<file path="src/rtl/truth_table_sweeper_if.sv">
// rtl/truth_table_sweeper_if.sv - sweep control, DUT stimulus/response and result bundle
// master: the sweeper side; slave: the gate DUT / supervising bench side.
interface truth_table_sweeper_if #(
   parameter int N = 2,
   parameter int W = 1
) ();
   logic          start;
   logic [W-1:0]  resp;
   logic [N-1:0]  stim;
   logic          busy;
   logic          done;
   logic          pass;
   logic [N:0]    err_cnt;
   logic          first_fail_vld;
   logic [N-1:0]  first_fail_idx;

   modport master (
      input  start, resp,
      output stim, busy, done, pass, err_cnt, first_fail_vld, first_fail_idx
   );

   modport slave (
      output start, resp,
      input  stim, busy, done, pass, err_cnt, first_fail_vld, first_fail_idx
   );
endinterface

</file>
<file path="src/rtl/truth_table_sweeper.sv">
// rtl/truth_table_sweeper.sv - exhaustive 2^N vector sweep, compares resp against packed EXPECT
// Optional first-failure capture is enabled by defining TTS_FIRST_FAIL_EN.
module truth_table_sweeper #(
   parameter int N = 2,
   parameter int W = 1,
   parameter int SETTLE = 1,
   parameter logic [W*(2**N)-1:0] EXPECT = 4'b1000
) (
   input  logic clk,
   input  logic rst_n,
   truth_table_sweeper_if.master bus
);
   typedef enum logic [1:0] {
      S_IDLE  = 2'd0,
      S_APPLY = 2'd1,
      S_DONE  = 2'd2
   } state_t;

   localparam logic [7:0] SETTLE_C = 8'(SETTLE);

   state_t         state_q;
   state_t         state_d;
   logic [N-1:0]   idx_q;
   logic [7:0]     settle_q;
   logic           busy_q;
   logic           done_q;
   logic           pass_q;
   logic [N:0]     err_q;
   logic [N:0]     err_nxt;
   logic           accept;
   logic           sample;
   logic           last;
   logic           finish;
   logic           mismatch;
   logic [W-1:0]   exp_vec;

   always_ff @(posedge clk or negedge rst_n) begin
      if (!rst_n) begin
         state_q <= S_IDLE;
      end else begin
         state_q <= state_d;
      end
   end

   always_comb begin
      state_d = state_q;
      case (state_q)
         S_IDLE:  if (accept) state_d = S_APPLY;
         S_APPLY: if (finish) state_d = S_DONE;
         S_DONE:  state_d = S_IDLE;
         default: state_d = S_IDLE;
      endcase
   end

   // Control decode: sampling happens on the last settle cycle of each vector.
   always_comb begin
      accept = 1'b0;
      sample = 1'b0;
      case (state_q)
         S_IDLE:  accept = bus.start;
         S_APPLY: sample = (settle_q == SETTLE_C);
         default: ;
      endcase
   end

   assign last     = &idx_q;
   assign finish   = sample && last;
   assign exp_vec  = EXPECT[int'(idx_q) * W +: W];
   assign mismatch = sample && (bus.resp != exp_vec);
   assign err_nxt  = err_q + {{N{1'b0}}, mismatch};

   always_ff @(posedge clk or negedge rst_n) begin
      if (!rst_n) begin
         idx_q    <= '0;
         settle_q <= '0;
         busy_q   <= 1'b0;
         done_q   <= 1'b0;
         pass_q   <= 1'b0;
         err_q    <= '0;
      end else begin
         done_q <= 1'b0;
         if (accept) begin
            idx_q    <= '0;
            settle_q <= '0;
            busy_q   <= 1'b1;
            pass_q   <= 1'b0;
            err_q    <= '0;
         end else if (sample) begin
            settle_q <= '0;
            err_q    <= err_nxt;
            if (last) begin
               // idx returns to 0 so stim is idle-low during DONE.
               idx_q  <= '0;
               busy_q <= 1'b0;
               done_q <= 1'b1;
               pass_q <= (err_nxt == '0);
            end else begin
               idx_q <= idx_q + N'(1);
            end
         end else if (state_q == S_APPLY) begin
            settle_q <= settle_q + 8'd1;
         end
      end
   end

   assign bus.stim    = idx_q;
   assign bus.busy    = busy_q;
   assign bus.done    = done_q;
   assign bus.pass    = pass_q;
   assign bus.err_cnt = err_q;

`ifdef TTS_FIRST_FAIL_EN
   logic         ff_vld_q;
   logic [N-1:0] ff_idx_q;

   always_ff @(posedge clk or negedge rst_n) begin
      if (!rst_n) begin
         ff_vld_q <= 1'b0;
         ff_idx_q <= '0;
      end else if (accept) begin
         ff_vld_q <= 1'b0;
         ff_idx_q <= '0;
      end else if (mismatch && !ff_vld_q) begin
         ff_vld_q <= 1'b1;
         ff_idx_q <= idx_q;
      end
   end

   assign bus.first_fail_vld = ff_vld_q;
   assign bus.first_fail_idx = ff_idx_q;
`else
   assign bus.first_fail_vld = 1'b0;
   assign bus.first_fail_idx = '0;
`endif

endmodule

</file>
<file path="src/flat_wrapper.sv">
// flat-port wrapper written by rule: the top's interface ports become plain ports
module truth_table_sweeper_flat 
#(
   parameter int N = 2,
   parameter int W = 1,
   parameter int SETTLE = 1,
   parameter logic [W*(2**N)-1:0] EXPECT = 4'b1000
)
  (clk, rst_n, bus_start, bus_resp, bus_stim, bus_busy, bus_done, bus_pass, bus_err_cnt, bus_first_fail_vld, bus_first_fail_idx);
  truth_table_sweeper_if #(.N(N), .W(W)) bus_i ();
  input  logic clk;
  input  logic rst_n;
  input wire logic [$bits(bus_i.start)-1:0] bus_start;
  input wire logic [$bits(bus_i.resp)-1:0] bus_resp;
  output wire logic [$bits(bus_i.stim)-1:0] bus_stim;
  output wire logic [$bits(bus_i.busy)-1:0] bus_busy;
  output wire logic [$bits(bus_i.done)-1:0] bus_done;
  output wire logic [$bits(bus_i.pass)-1:0] bus_pass;
  output wire logic [$bits(bus_i.err_cnt)-1:0] bus_err_cnt;
  output wire logic [$bits(bus_i.first_fail_vld)-1:0] bus_first_fail_vld;
  output wire logic [$bits(bus_i.first_fail_idx)-1:0] bus_first_fail_idx;
  assign bus_i.start = bus_start;
  assign bus_i.resp = bus_resp;
  assign bus_stim = bus_i.stim;
  assign bus_busy = bus_i.busy;
  assign bus_done = bus_i.done;
  assign bus_pass = bus_i.pass;
  assign bus_err_cnt = bus_i.err_cnt;
  assign bus_first_fail_vld = bus_i.first_fail_vld;
  assign bus_first_fail_idx = bus_i.first_fail_idx;
  truth_table_sweeper #(.N(N), .W(W), .SETTLE(SETTLE), .EXPECT(EXPECT)) u_core (.clk(clk), .rst_n(rst_n), .bus(bus_i));
endmodule
</file>
<file path="config.mk">
export PLATFORM = sky130hd
export DESIGN_NAME = truth_table_sweeper_flat
export DESIGN_NICKNAME = d
export VERILOG_FILES = /design/src/rtl/truth_table_sweeper_if.sv /design/src/rtl/truth_table_sweeper.sv /design/src/flat_wrapper.sv
export SDC_FILE = /design/constraint.sdc
export NUM_CORES = 1
export LEC_CHECK = 0
export CAP_MARGIN = 20
export CORE_ASPECT_RATIO = 1.5
export CORE_UTILIZATION = 30
export CTS_CLUSTER_SIZE = 10
export DETAILED_ROUTE_END_ITERATION = 10
export PLACE_DENSITY = 0.6
export SYNTH_ARGS = -nofsm -noshare
export SYNTH_HDL_FRONTEND = slang
export SYNTH_SLANG_ARGS = --single-unit
</file>
<file path="constraint.sdc">
create_clock -name clk -period 2.75 [get_ports clk]
set_input_delay 0.825 -clock clk [delete_from_list [all_inputs] [get_ports clk]]
set_output_delay 0.825 -clock clk [all_outputs]
set_load 0.02 [all_outputs]
</file>
### After elaboration in Yosys (flattened, before gate mapping)

Cells that the tools add are included.

| storage, ports and cells | value |
|---|---|
| flip-flop bits (word level) | 18 |
| latch bits | 0 |
| bits in writable memories | 0 |
| bits in read-only memories | 0 |
| bits of input ports | 4 |
| memories | 0 |

| cells by class | value |
|---|---|
| $add $sub $neg | 3 |
| multipliers | 0 |
| div/mod/pow operators | 0 |
| $lt $le $gt $ge | 0 |
| equal/unequal tests | 5 |
| shifts and indexed selects | 1 |
| muxes and demuxes | 22 |
| bitwise gates (word level) | 0 |
| reductions and logical operators | 10 |

Operators with widths:

| kind | count |
|---|---|
| $mux 8 | 3 |
| $mux 1 | 11 |
| $mux 2 | 5 |
| $add 8x1->8 const B | 1 |
| $eq 8x1->1 const B | 1 |
| $mux 3 | 2 |
| $reduce_and 2->1 | 3 |
| $ne 2x1->1 const B | 2 |
| $pmux 2 s2 | 1 |
| $reduce_bool 2->1 | 2 |
| $shiftx 4x3->1 const A | 1 |
| $add 3x1->3 | 1 |
| $logic_not 3->1 | 1 |
| $reduce_bool 3->1 | 1 |
| $add 2x1->2 const B | 1 |
| $eq 2x1->1 const B | 1 |
| $logic_and 1x1->1 | 2 |
| $logic_not 2->1 | 1 |
| $ne 1x1->1 | 1 |

### Longest topological paths before layout

Gate-level depths: netlist (run 1).

| logic depth | value |
|---|---|
| depth after elaboration | 8 |
| depth in mapped cells | 11 |

### Worst setup path after synthesis (run 1)

No wires, ideal clock.

| timing | value |
|---|---|
| path type | flip-flop to flip-flop |
| start | reg u_core.settle_q[1] |
| end | reg u_core.err_q[2], in the netlist u_core.bus.err_cnt[2] |
| library setup time | 0.131 ns |
| arrival | 1.794 ns |
| setup slack | 0.825 ns |
| stages on the path, launching flop included | 12 |
| path buffers | 1 |
| path through | dfrtp_1 inv_1 ha_1 nor4b_4 nand4b_2 buf_6 nor2_1 ha_1 ha_1 inv_1 o211ai_1 o31ai_1 |

| between the ends | value |
|---|---|
| cells in the longest elaborated chain, start to end | 6 |
| elaborated cells on any way between the ends | 7 |
| those cells by class | add/sub (1); eq/ne (1); mux (3); reduce/logical (2) |

RTL lines:

| element | RTL line | source |
|---|---|---|
| start: declaration | truth_table_sweeper.sv:24 | `logic [7:0] settle_q;` |
| start signal: assignment | truth_table_sweeper.sv:101 | `settle_q <= settle_q + 8'd1;` |
| $eq 8x1->1 (*) | truth_table_sweeper.sv:61 | `S_APPLY: sample = (settle_q == SETTLE_C);` |
| $mux 1 (*) | truth_table_sweeper.sv:59 | `case (state_q)` |
| $logic_and 1x1->1 | truth_table_sweeper.sv:69 | `assign mismatch = sample && (bus.resp != exp_vec);` |
| $add 3x1->3 | truth_table_sweeper.sv:70 | `assign err_nxt = err_q + {{N{1'b0}}, mismatch};` |
| $mux 3 | truth_table_sweeper.sv:88 | `end else if (sample) begin` |
| $mux 3 | truth_table_sweeper.sv:82 | `if (accept) begin` |
| end signal: assignment | truth_table_sweeper.sv:90 | `err_q <= err_nxt;` |
| end: declaration | truth_table_sweeper.sv:28 | `logic [N:0] err_q;` |

Mark *: on every way between the ends. The rest lies on a longest branch, timed or not. The select of a mux whose other input is x is not followed.
A chain may end at the register's enable or synchronous reset.

### Worst setup path after layout (run 1)

| timing | value |
|---|---|
| start | reg u_core.settle_q[1] |
| end | reg u_core.pass_q, in the netlist u_core.bus.pass |

| between the ends | value |
|---|---|
| cells in the longest elaborated chain, start to end | 8 |
| elaborated cells on any way between the ends | 10 |
| those cells by class | add/sub (1); eq/ne (1); mux (4); reduce/logical (4) |

RTL lines:

| element | RTL line | source |
|---|---|---|
| $eq 8x1->1 (*) | truth_table_sweeper.sv:61 |  |
| $mux 1 (*) | truth_table_sweeper.sv:59 |  |
| $logic_and 1x1->1 | truth_table_sweeper.sv:69 |  |
| $add 3x1->3 | truth_table_sweeper.sv:70 |  |
| $logic_not 3->1 | truth_table_sweeper.sv:96 | `pass_q <= (err_nxt == '0);` |
| $mux 1 | truth_table_sweeper.sv:91 | `if (last) begin` |
| $mux 1 | truth_table_sweeper.sv:88 |  |
| $mux 1 | truth_table_sweeper.sv:82 |  |
| end signal: assignment | truth_table_sweeper.sv:96 |  |
| end: declaration | truth_table_sweeper.sv:27 | `logic pass_q;` |

Marks and branches as above.

==> qor.yml, run 1 <==
run_status: "finished clean"
synth-seq-area-share_pct: 47.6
ctsResizeCount: 0
critPathKind: "flip-flop to flip-flop"
p_sw_uw: 403
skew_ns: 0.00505
placed_cells: 147
cts.sinks: 18
crit_start: "u_core.settle_q[1]"
row_count: 24
die_area_um2: 3390
hold_viol: 0
p_leak_uw: 0.000493
drtIter0Drc: 8
port_buffers: 11
setup_tns_ns: 0
p_per_area_nw_per_um2: 942
globalRouteTotalUtil_pct: 12.1
synth_common_cells: "18 x dfrtp_1, 14 x nor2_1, 9 x nand3_1, 8 x nand2_1"
cts.clk_slew.worst_paths_ns: 0.06
maxCapViolCount: 0
place_area_um2: 1090
worstPathArrival_ns: 2.34
root_buffer: "clkbuf_8"
yosys_most_used_dff: "dfrtp_1"
rr_endpoint: "u_core.bus.pass"
wl_um: 1750
ys_ff_latch: 18
grt_setup_unrepaired: "no"
drc: 0
fillers: 328
path_buf_inv: 1
n_antenna_cell: 0
drtAntennaViolNets: 0
wl_per_cell_um: 11.6
synth_edf_count: 0
fin_crit_sh_pct: 79.2
grt_pass1_wl_um: 3080
finalSetupViolations: 0
clock_latency_ns: 0.25
cts_tree: "yes"
syn_area_per_cell_um2: 9.65
crit_family: "simple AND/OR/NAND/NOR gates"
h-tree-depth: 1
core_area_um2: 2940
cp.depth: 10
num_vias: 725
holdPathStages: 2
timing.fmax_mhz: 459
clk_path_buf_depth: 2
postCtsHoldBufs: 0
io_pins: 15
hp-start: "u_core.bus.busy"
seq_area_um2: 450
slew_headroom_pct: 65.0
numCtsBuffers: 3
yosys_warnings: 0
synth_cell_type_count: 27
nets: 122
grt_start_max_net_pins: 19
worstSetupEndpointType: "flip-flop"
drive_above_1_share_pct: 8.04
drv_slew: 0
crit_slowest_cell: "dfrtp_1"
clkPwrFrac_pct: 19.6
stdcell_count: 151
yosysMostFrequentCell: "dfrtp_1"
cpMostUsedCell: "ha_1"
multi_input_area_um2: 439
grt_antenna_before_repair: 0
ff2ff_path_depth: 10
grt_pass1_vias: 748
swShare_pct: 37.4
cts_setup_buffers: 0
reg2reg_slack_ns: 0.57
design_area_um2: 1140
total_power_uw: 1080
syn_to_final_growth_pct: 21.0
startpoint_type: "flip-flop"
gp_congestion: 0.848
synthTopCellsByArea: "dfrtp_1 48%, ha_1 6.6%, nor2_1 5.6%"
viasPerCell: 4.80
holdCritPathClass: "flip-flop to flip-flop"
dr.pass1.iters: 4
syn-instance-count: 98
gr-total-overflow: 0
critPathMaxStageDelay_ns: 0.43
tightest_slew_ns: 0.520
final.min_clock_period_ns: 2.18
synth-async-reset-ratio_pct: 100
hpwl_um: 1390
yosys.area.top_type_share_pct: 47.6
cp_max_fo: 12
die-height_um: 70.8
crit_chain: "inv_1 -> ha_1 -> nor4b_4 -> nand4b_2 -> nor2_1 -> ha_1 -> ha_1 -> xnor2_1 -> nand3_1 -> mux2i_1"
required_ns: 2.91
start_util_pct: 32.1
seqPwrFrac_pct: 43.4
r2r-start: "u_core.settle_q[1]"
internal-power_uw: 676
die_x_um: 47.8
endpoint: "u_core.bus.pass"
synth_area_leader_cell: "dfrtp_1"
irDropWorstVdd_v: 0.000376
combPwrFrac_pct: 37.1
netlist_area_um2: 946
[sequential cells by signal, indices dropped and copies added, names as in the netlist]
name	flops
u_core.settle_q	8
u_core.bus.err_cnt	3
u_core.bus.stim	2
u_core.state_q	2
u_core.bus.busy	1
u_core.bus.done	1
u_core.bus.pass	1
[cells in the final DEF, fill, tap and decap left out]
master	instances
nor3b_1	1
conb_1	3
nand2_1	8
o21bai_1	1
nor2_2	1
inv_1	7
mux2i_1	1
a21boi_0	1
o31ai_1	2
nand4b_2	1
nand3_1	9
buf_4	2
a21oi_1	1
xnor2_1	6
clkdlybuf4s50_1	11
nor4b_4	1
nor3_1	2
or4_1	1
o31a_1	1
dfrtp_1	18
o211ai_1	2
o21ai_0	7
ha_1	5
nand2b_1	1
o21ai_1	1
nor2_1	14
clkbuf_8	4
[power by group through the flow]
stage | clock [µW] | sequential, µW | combinational [µW]
after floorplan | 0 | 487 | 249
after detailed placement | 0 | 473 | 406
after global placement | 0 | 471 | 392
after CTS | 217 | 469 | 408
final | 211 | 468 | 400
after global routing | 228 | 479 | 460
[worst min-delay path: cells and delay by family, from the launching register on]
kind                   cells  cell delay [ns]
AOI/OAI and AO/OA          1             0.05
buffers and inverters      1             0.05
DFF                        1             0.37
[routing by layer]
metal / GRT usage (%) / vias to the layer above / wire length [µm] / share of wire (%)
met4: 4.63 / 0 / 27 / 1.5
met5: 0 / - / 0 / 0
met1: 13.4 / 356 / 723 / 41
met3: 1.53 / 4 / 46 / 2.6
met2: 21.8 / 10 / 953 / 54
li1: - / 355 / - / -
[layout make-up]
class	count	area share [%]
timing repair buffer	13	10.9
inverter	7	2.30
multi-input combinational	70	38.4
clock buffer	4	4.81
sequential	18	39.3
tap	39	4.26
[how the worst min path moves through the flow]
stage	to	slack, ns
finish	u_core.bus.busy	0.51
global route	u_core.bus.stim[0]	0.56
CTS	u_core.bus.busy	0.52
detailed placement	u_core.bus.busy	0.51
global placement	u_core.bus.busy	0.51
floorplan	u_core.settle_q[1]	0.52
[cell families (layout without fill, tap and decap cells)]
kind of cell               Yosys count  after routing  share of synthesized area (%)
and+or+nand+nor                     39             39                           21.6
DFF                                 18             18                           47.6
AOI/OAI and AO/OA                   16             16                           10.4
buffers and inverters               12             24                           6.75
xor gates and xnor gates             6              6                           5.56
adders and majority gates            5              5                           6.61
other                                1              3                          0.396
muxes                                1              1                           1.06
[per-stage QoR]
step                      utilization [%]  worst slack [ns]  hold slack (ns)
after floorplan                         -             0.825            0.517
after global placement               37.0             0.468            0.509
after detailed placement             37.0             0.395            0.508
after CTS                            38.9             0.558            0.518
after global routing                 38.9             0.363            0.560
final                                38.9             0.573            0.512
Power figures use the tool's default switching activity.
==> run 2: changes to the inputs <==
Settings changed: PLACE_DENSITY 0.6 to 0.61.
Clock period 2.75 ns to 2 ns, I/O delays scaled along.
==> run 2 against run 1 <==
  * Combinational power increased by 56%
  * Critical path depth decreased by 9
  * Global-route usage increased by 0.76 points
  * Non-clock buffer count increased by 5
  * Worst setup slack got worse by 0.45 ns
  * Clock skew decreased by 0.0020 ns
  * Via count increased by 0.28%
  * Clock power increased by 18%
==> qor.yml, run 2 (synthesis gave the netlist of run 1 again) <==
p_per_area_nw_per_um2: 1280  # +35%
path_buf_inv: 1  # unchanged
clkPwrFrac_pct: 16.6  # -3.0 points
row_count: 24  # unchanged
swShare_pct: 37.9  # +0.50 points
post-place-ws_ns: -0.0845  # -0.480 ns
run_status: "finished clean"
cp.depth: 1  # -9
cts.sinks: 18  # unchanged
combPwrFrac_pct: 41.6  # +4.5 points
core_area_um2: 2940  # unchanged
syn_to_final_growth_pct: 24.3
die_area_um2: 3390  # unchanged
crit_slowest_cell: "clkdlybuf4s50_1"
maxCapViolCount: 0  # unchanged
start_util_pct: 32.1  # unchanged
r2r-start: "u_core.settle_q[1]"
drc: 0  # unchanged
worstSetupEndpointType: "output port"
internal-power_uw: 932  # +38%
total_power_uw: 1500  # +39%
nets: 127  # +4.1%
numCtsBuffers: 3  # unchanged
die_x_um: 47.8  # unchanged
grt_use_met1_pct: 15.4  # +2.0 points
die-height_um: 70.8  # unchanged
p_sw_uw: 568  # +41%
wl_um: 1870  # +6.6%
grt_use_met3_pct: 2.30  # +0.77 points
grt-busiest-layer: "met2"
design_area_um2: 1180  # +2.7%
holdCritPathClass: "flip-flop to flip-flop"
skew_ns: 0.00300  # -0.00204 ns
num_vias: 727  # +0.28%
place_area_um2: 1120  # +2.8%
cp_max_fo: 4  # -8
top_register: "u_core.settle_q"
critPathMaxStageDelay_ns: 0.62  # +0.19 ns
seqPwrFrac_pct: 41.8  # -1.6 points
crit_family: "buffers and inverters"
critPathKind: "flip-flop to output port"
gp_congestion: 0.855  # +0.78%
endpoint: "bus_err_cnt[2]"
port_buffers: 11  # unchanged
dr.pass1.iters: 4  # unchanged
grt_start_max_net_pins: 19  # unchanged
gr-total-overflow: 0  # unchanged
rr_endpoint: "u_core.bus.err_cnt[2]"
grt_pass1_wl_um: 3100  # +0.68%
p_leak_uw: 0.000527  # +6.8%
drv_slew: 0  # unchanged
irDropWorstVdd_v: 0.000429  # +14%
hold_viol: 0  # unchanged
mostFrequentLayoutCell: "dfrtp_1"
ff2ff_path_depth: 10  # unchanged
drtAntennaViolNets: 0  # unchanged
fin_util_pct: 40.0  # +1.1 points
postCtsHoldBufs: 0  # unchanged
startpoint_type: "flip-flop"
h-tree-depth: 1  # unchanged
met2_usage_pct: 20.0  # -1.8 points
n_antenna_cell: 0  # unchanged
grt_pass1_vias: 724  # -3.2%
crit_start: "u_core.bus.err_cnt[2]"
grt_antenna_before_repair: 0  # unchanged
wl_per_cell_um: 12.0  # +3.9%
layout_common_cells: "18 x dfrtp_1, 13 x nor2_1, 11 x clkdlybuf4s50_1"
drtIter0Drc: 26  # +18
crit_chain: "clkdlybuf4s50_1"
io_pins: 15  # unchanged
fillers: 312  # -4.9%
hp-start: "u_core.bus.stim[0]"
hpwl_um: 1430  # +2.5%
cts.clk_slew.worst_paths_ns: 0.07  # about the same
largest_reg_flops: 8  # unchanged
timing.fmax_mhz: 532
root_buffer: "clkbuf_8"
finalWorstSetupSlack_ns: 0.122  # -0.451 ns
fin_crit_sh_pct: 93.9
final.min_clock_period_ns: 1.88
reg2reg_slack_ns: 0.16  # -0.41 ns
cts_tree: "yes"
required_ns: 1.40  # -1.51 ns
finalSetupViolations: 0  # unchanged
worstPathArrival_ns: 1.28  # -1.06 ns
viasPerCell: 4.69  # -2.3%
setup_tns_ns: 0  # unchanged
clk_path_buf_depth: 2  # unchanged
drive_above_1_share_pct: 13.8  # +5.8 points
clock_latency_ns: 0.25  # about the same
globalRouteTotalUtil_pct: 12.9  # +0.76 points
-- run 2: cell count changes in the layout (fill, tap and decap cells not counted), sizes merged --
cell    before  now
buf          2    7
clkbuf       4    3
-- run 2: power groups by stage --
stage / registers, µW / logic, µW / clock network (µW)
floorplan: 670 / 342 / 0
global placement: 627 / 595 / 0
detailed placement: 630 / 614 / 0
CTS: 626 / 617 / 260
global route: 644 / 709 / 273
finish: 626 / 624 / 249
-- run 2: area by class of cell --
cell class                 count  area [µm²]  area share, %
timing repair buffer          18         163           13.8
clock buffer                   3        41.3           3.51
inverter                       7        26.3           2.23
multi-input combinational     70         447           38.0
sequential                    18         450           38.3
tap                           39        48.8           4.15
-- run 2: routing by layer --
layer / wire length, µm / up-vias / part of all wire [%]
met5: 0 / - / 0
met1: 770 / 340 / 41
met4: 69 / 0 / 3.7
li1: - / 362 / -
met3: 67 / 7 / 3.6
met2: 960 / 18 / 51
-- run 2: worst min-delay path by stage --
stage                         endpoint  depth (start not counted)
floorplan              u_core.bus.busy                          0
global placement    u_core.bus.stim[0]                          1
detailed placement  u_core.bus.stim[0]                          1
CTS                 u_core.bus.stim[0]                          1
global route        u_core.bus.stim[0]                          1
finish              u_core.bus.stim[0]                          1
-- run 2: repair_timing --
| action | CTS | global route |
|---|---|---|
| setup buffers | 0 | 1 |
| gates resized for setup | 0 | 3 |
| endpoints found under the setup margin | 0 | 1 |
-- run 2: through the flow --
step | hold WS (ns) | cells
6_report | 0.518 | 155
5_1_grt | 0.542 | 155
4_1_cts | 0.525 | 154
3_5_place_dp | 0.510 | 151
3_3_place_gp | 0.507 | 151
2_1_floorplan | 0.304 | 100
==> run 3: changes to the inputs <==
Settings changed: PLACE_DENSITY 0.61 to 0.6.
Clock period 2 ns to 2.3 ns, I/O delays scaled along.
==> run 3 against run 2 <==
  * Sequential share of layout area rose by 1.0 points
  * Power fell by 16%
  * Largest cell class unchanged
  * Highest routed layer unchanged
  * Hold slack improved by 0.0028 ns
==> qor.yml, run 3 (synthesis gave the netlist of run 1 again) <==
grt_pass1_vias: 714  # -1.4%
io_pins: 15  # unchanged
worstPathArrival_ns: 1.29  # about the same
crit_family: "buffers and inverters"
critPathMaxStageDelay_ns: 0.63  # about the same
cts.clk_slew.worst_paths_ns: 0.07  # about the same
grt_start_max_net_pins: 19  # unchanged
hold_viol: 0  # unchanged
ctsResizeCount: 0  # unchanged
die_area_um2: 3390  # unchanged
nets: 124  # -2.4%
crit_chain: "clkdlybuf4s50_1"
drtIter0Drc: 3  # -88%
slew_headroom_pct: 66.9
die-height_um: 70.8  # unchanged
grt_antenna_before_repair: 0  # unchanged
met2_usage_pct: 20.0  # unchanged
clock_latency_ns: 0.25  # about the same
core_area_um2: 2940  # unchanged
timing.fmax_mhz: 504
dr.pass1.iters: 4  # unchanged
final.min_clock_period_ns: 1.98
run_status: "finished clean"
row_count: 24  # unchanged
tightest_slew_ns: 0.493
grt_pass1_wl_um: 3080  # -0.68%
p_per_area_nw_per_um2: 1110  # -13%
postCtsHoldBufs: 0  # unchanged
p_leak_uw: 0.000495  # -5.9%
placed_cells: 149  # -1.3%
holdCritPathClass: "flip-flop to flip-flop"
irDropWorstVdd_v: 0.000420  # -2.1%
stdcell_count: 152  # -1.9%
h-tree-depth: 1  # unchanged
clk_path_buf_depth: 2  # unchanged
crit_start: "u_core.bus.err_cnt[2]"
globalRouteTotalUtil_pct: 12.8  # -0.042 points
mostFrequentLayoutCell: "dfrtp_1"
numCtsBuffers: 3  # unchanged
cp_max_fo: 4  # unchanged
viasPerCell: 4.74  # +1.1%
top_register: "u_core.settle_q"
drive_above_1_share_pct: 8.85  # -4.9 points
maxCapViolCount: 0  # unchanged
startpoint_type: "flip-flop"
wl_per_cell_um: 12.0  # -0.21%
cts_tree: "yes"
r2r-start: "u_core.settle_q[1]"
drtAntennaViolNets: 0  # unchanged
gp_congestion: 0.870  # +1.8%
cts_setup_buffers: 0  # unchanged
place_area_um2: 1100  # -1.3%
finalSetupViolations: 0  # unchanged
layout_common_cells: "18 x dfrtp_1, 14 x nor2_1, 11 x clkdlybuf4s50_1"
start_util_pct: 32.1  # unchanged
path_buf_inv: 1  # unchanged
crit_slowest_cell: "clkdlybuf4s50_1"
wl_um: 1830  # -2.1%
hpwl_um: 1450  # +1.2%
hp-start: "u_core.bus.busy"
grt_use_met1_pct: 15.1  # -0.30 points
port_buffers: 11  # unchanged
gr-total-overflow: 0  # unchanged
worstSetupEndpointType: "output port"
syn_to_final_growth_pct: 21.2
hold_ws_ns: 0.521  # +0.00279 ns
critPathKind: "flip-flop to output port"
largest_reg_flops: 8  # unchanged
root_buffer: "clkbuf_8"
grt_use_met3_pct: 2.55  # +0.26 points
n_antenna_cell: 0  # unchanged
grt_setup_unrepaired: "no"
drc: 0  # unchanged
die_x_um: 47.8  # unchanged
fin_crit_sh_pct: 86.3
required_ns: 1.61  # +0.21 ns
cts.sinks: 18  # unchanged
design_area_um2: 1150  # -2.6%
grt-busiest-layer: "met2"
drv_slew: 0  # unchanged
fillers: 328  # +5.1%
num_vias: 721  # -0.83%
skew_ns: 0.00598  # +0.00297 ns
reg2reg_slack_ns: 0.38  # +0.22 ns
setup_tns_ns: 0  # unchanged
==> run 3: cell type report <==
cell class | count | area [µm²] | share of cell area [%]
tap | 39 | 48.8 | 4.26
sequential | 18 | 450 | 39.3
inverter | 7 | 26.3 | 2.29
timing repair buffer | 15 | 140 | 12.2
multi-input combinational | 70 | 439 | 38.3
clock buffer | 3 | 41.3 | 3.60
==> run 3: power by group <==
group,internal (µW),leakage [µW],switching [µW]
logic,236,0.000248,255
registers,428,0.000226,133
clock network,116,0.0000216,98.3
==> run 3: layer usage <==
| layer | vias to the layer above | part of all wire, % | wire length (µm) |
|---|---|---|---|
| met4 | 0 | 3.0 | 55 |
| met2 | 9 | 51 | 931 |
| met3 | 4 | 2.5 | 46 |
| met1 | 353 | 43 | 794 |
| li1 | 355 | - | - |
| met5 | - | 0 | 0 |
==> run 3: path summary, 6_finish.rpt <==
path | to | cells past startpoint
min reg2reg | u_core.bus.busy | 2
min in group asynchronous | u_core.settle_q[0] | 2
max | bus_err_cnt[2] | 1
max reg2reg | u_core.bus.err_cnt[2] | 10
min | u_core.bus.busy | 2
max in group asynchronous | u_core.settle_q[5] | 2
==> run 3: stage by stage <==
stage               util [%]  power (µW)  setup WS (ns)
floorplan                  -         880          0.375
global placement        37.5        1040          0.166
detailed placement      37.5        1070          0.126
CTS                     38.9        1290          0.306
global route            38.9        1370          0.183
finish                  38.9        1270          0.316
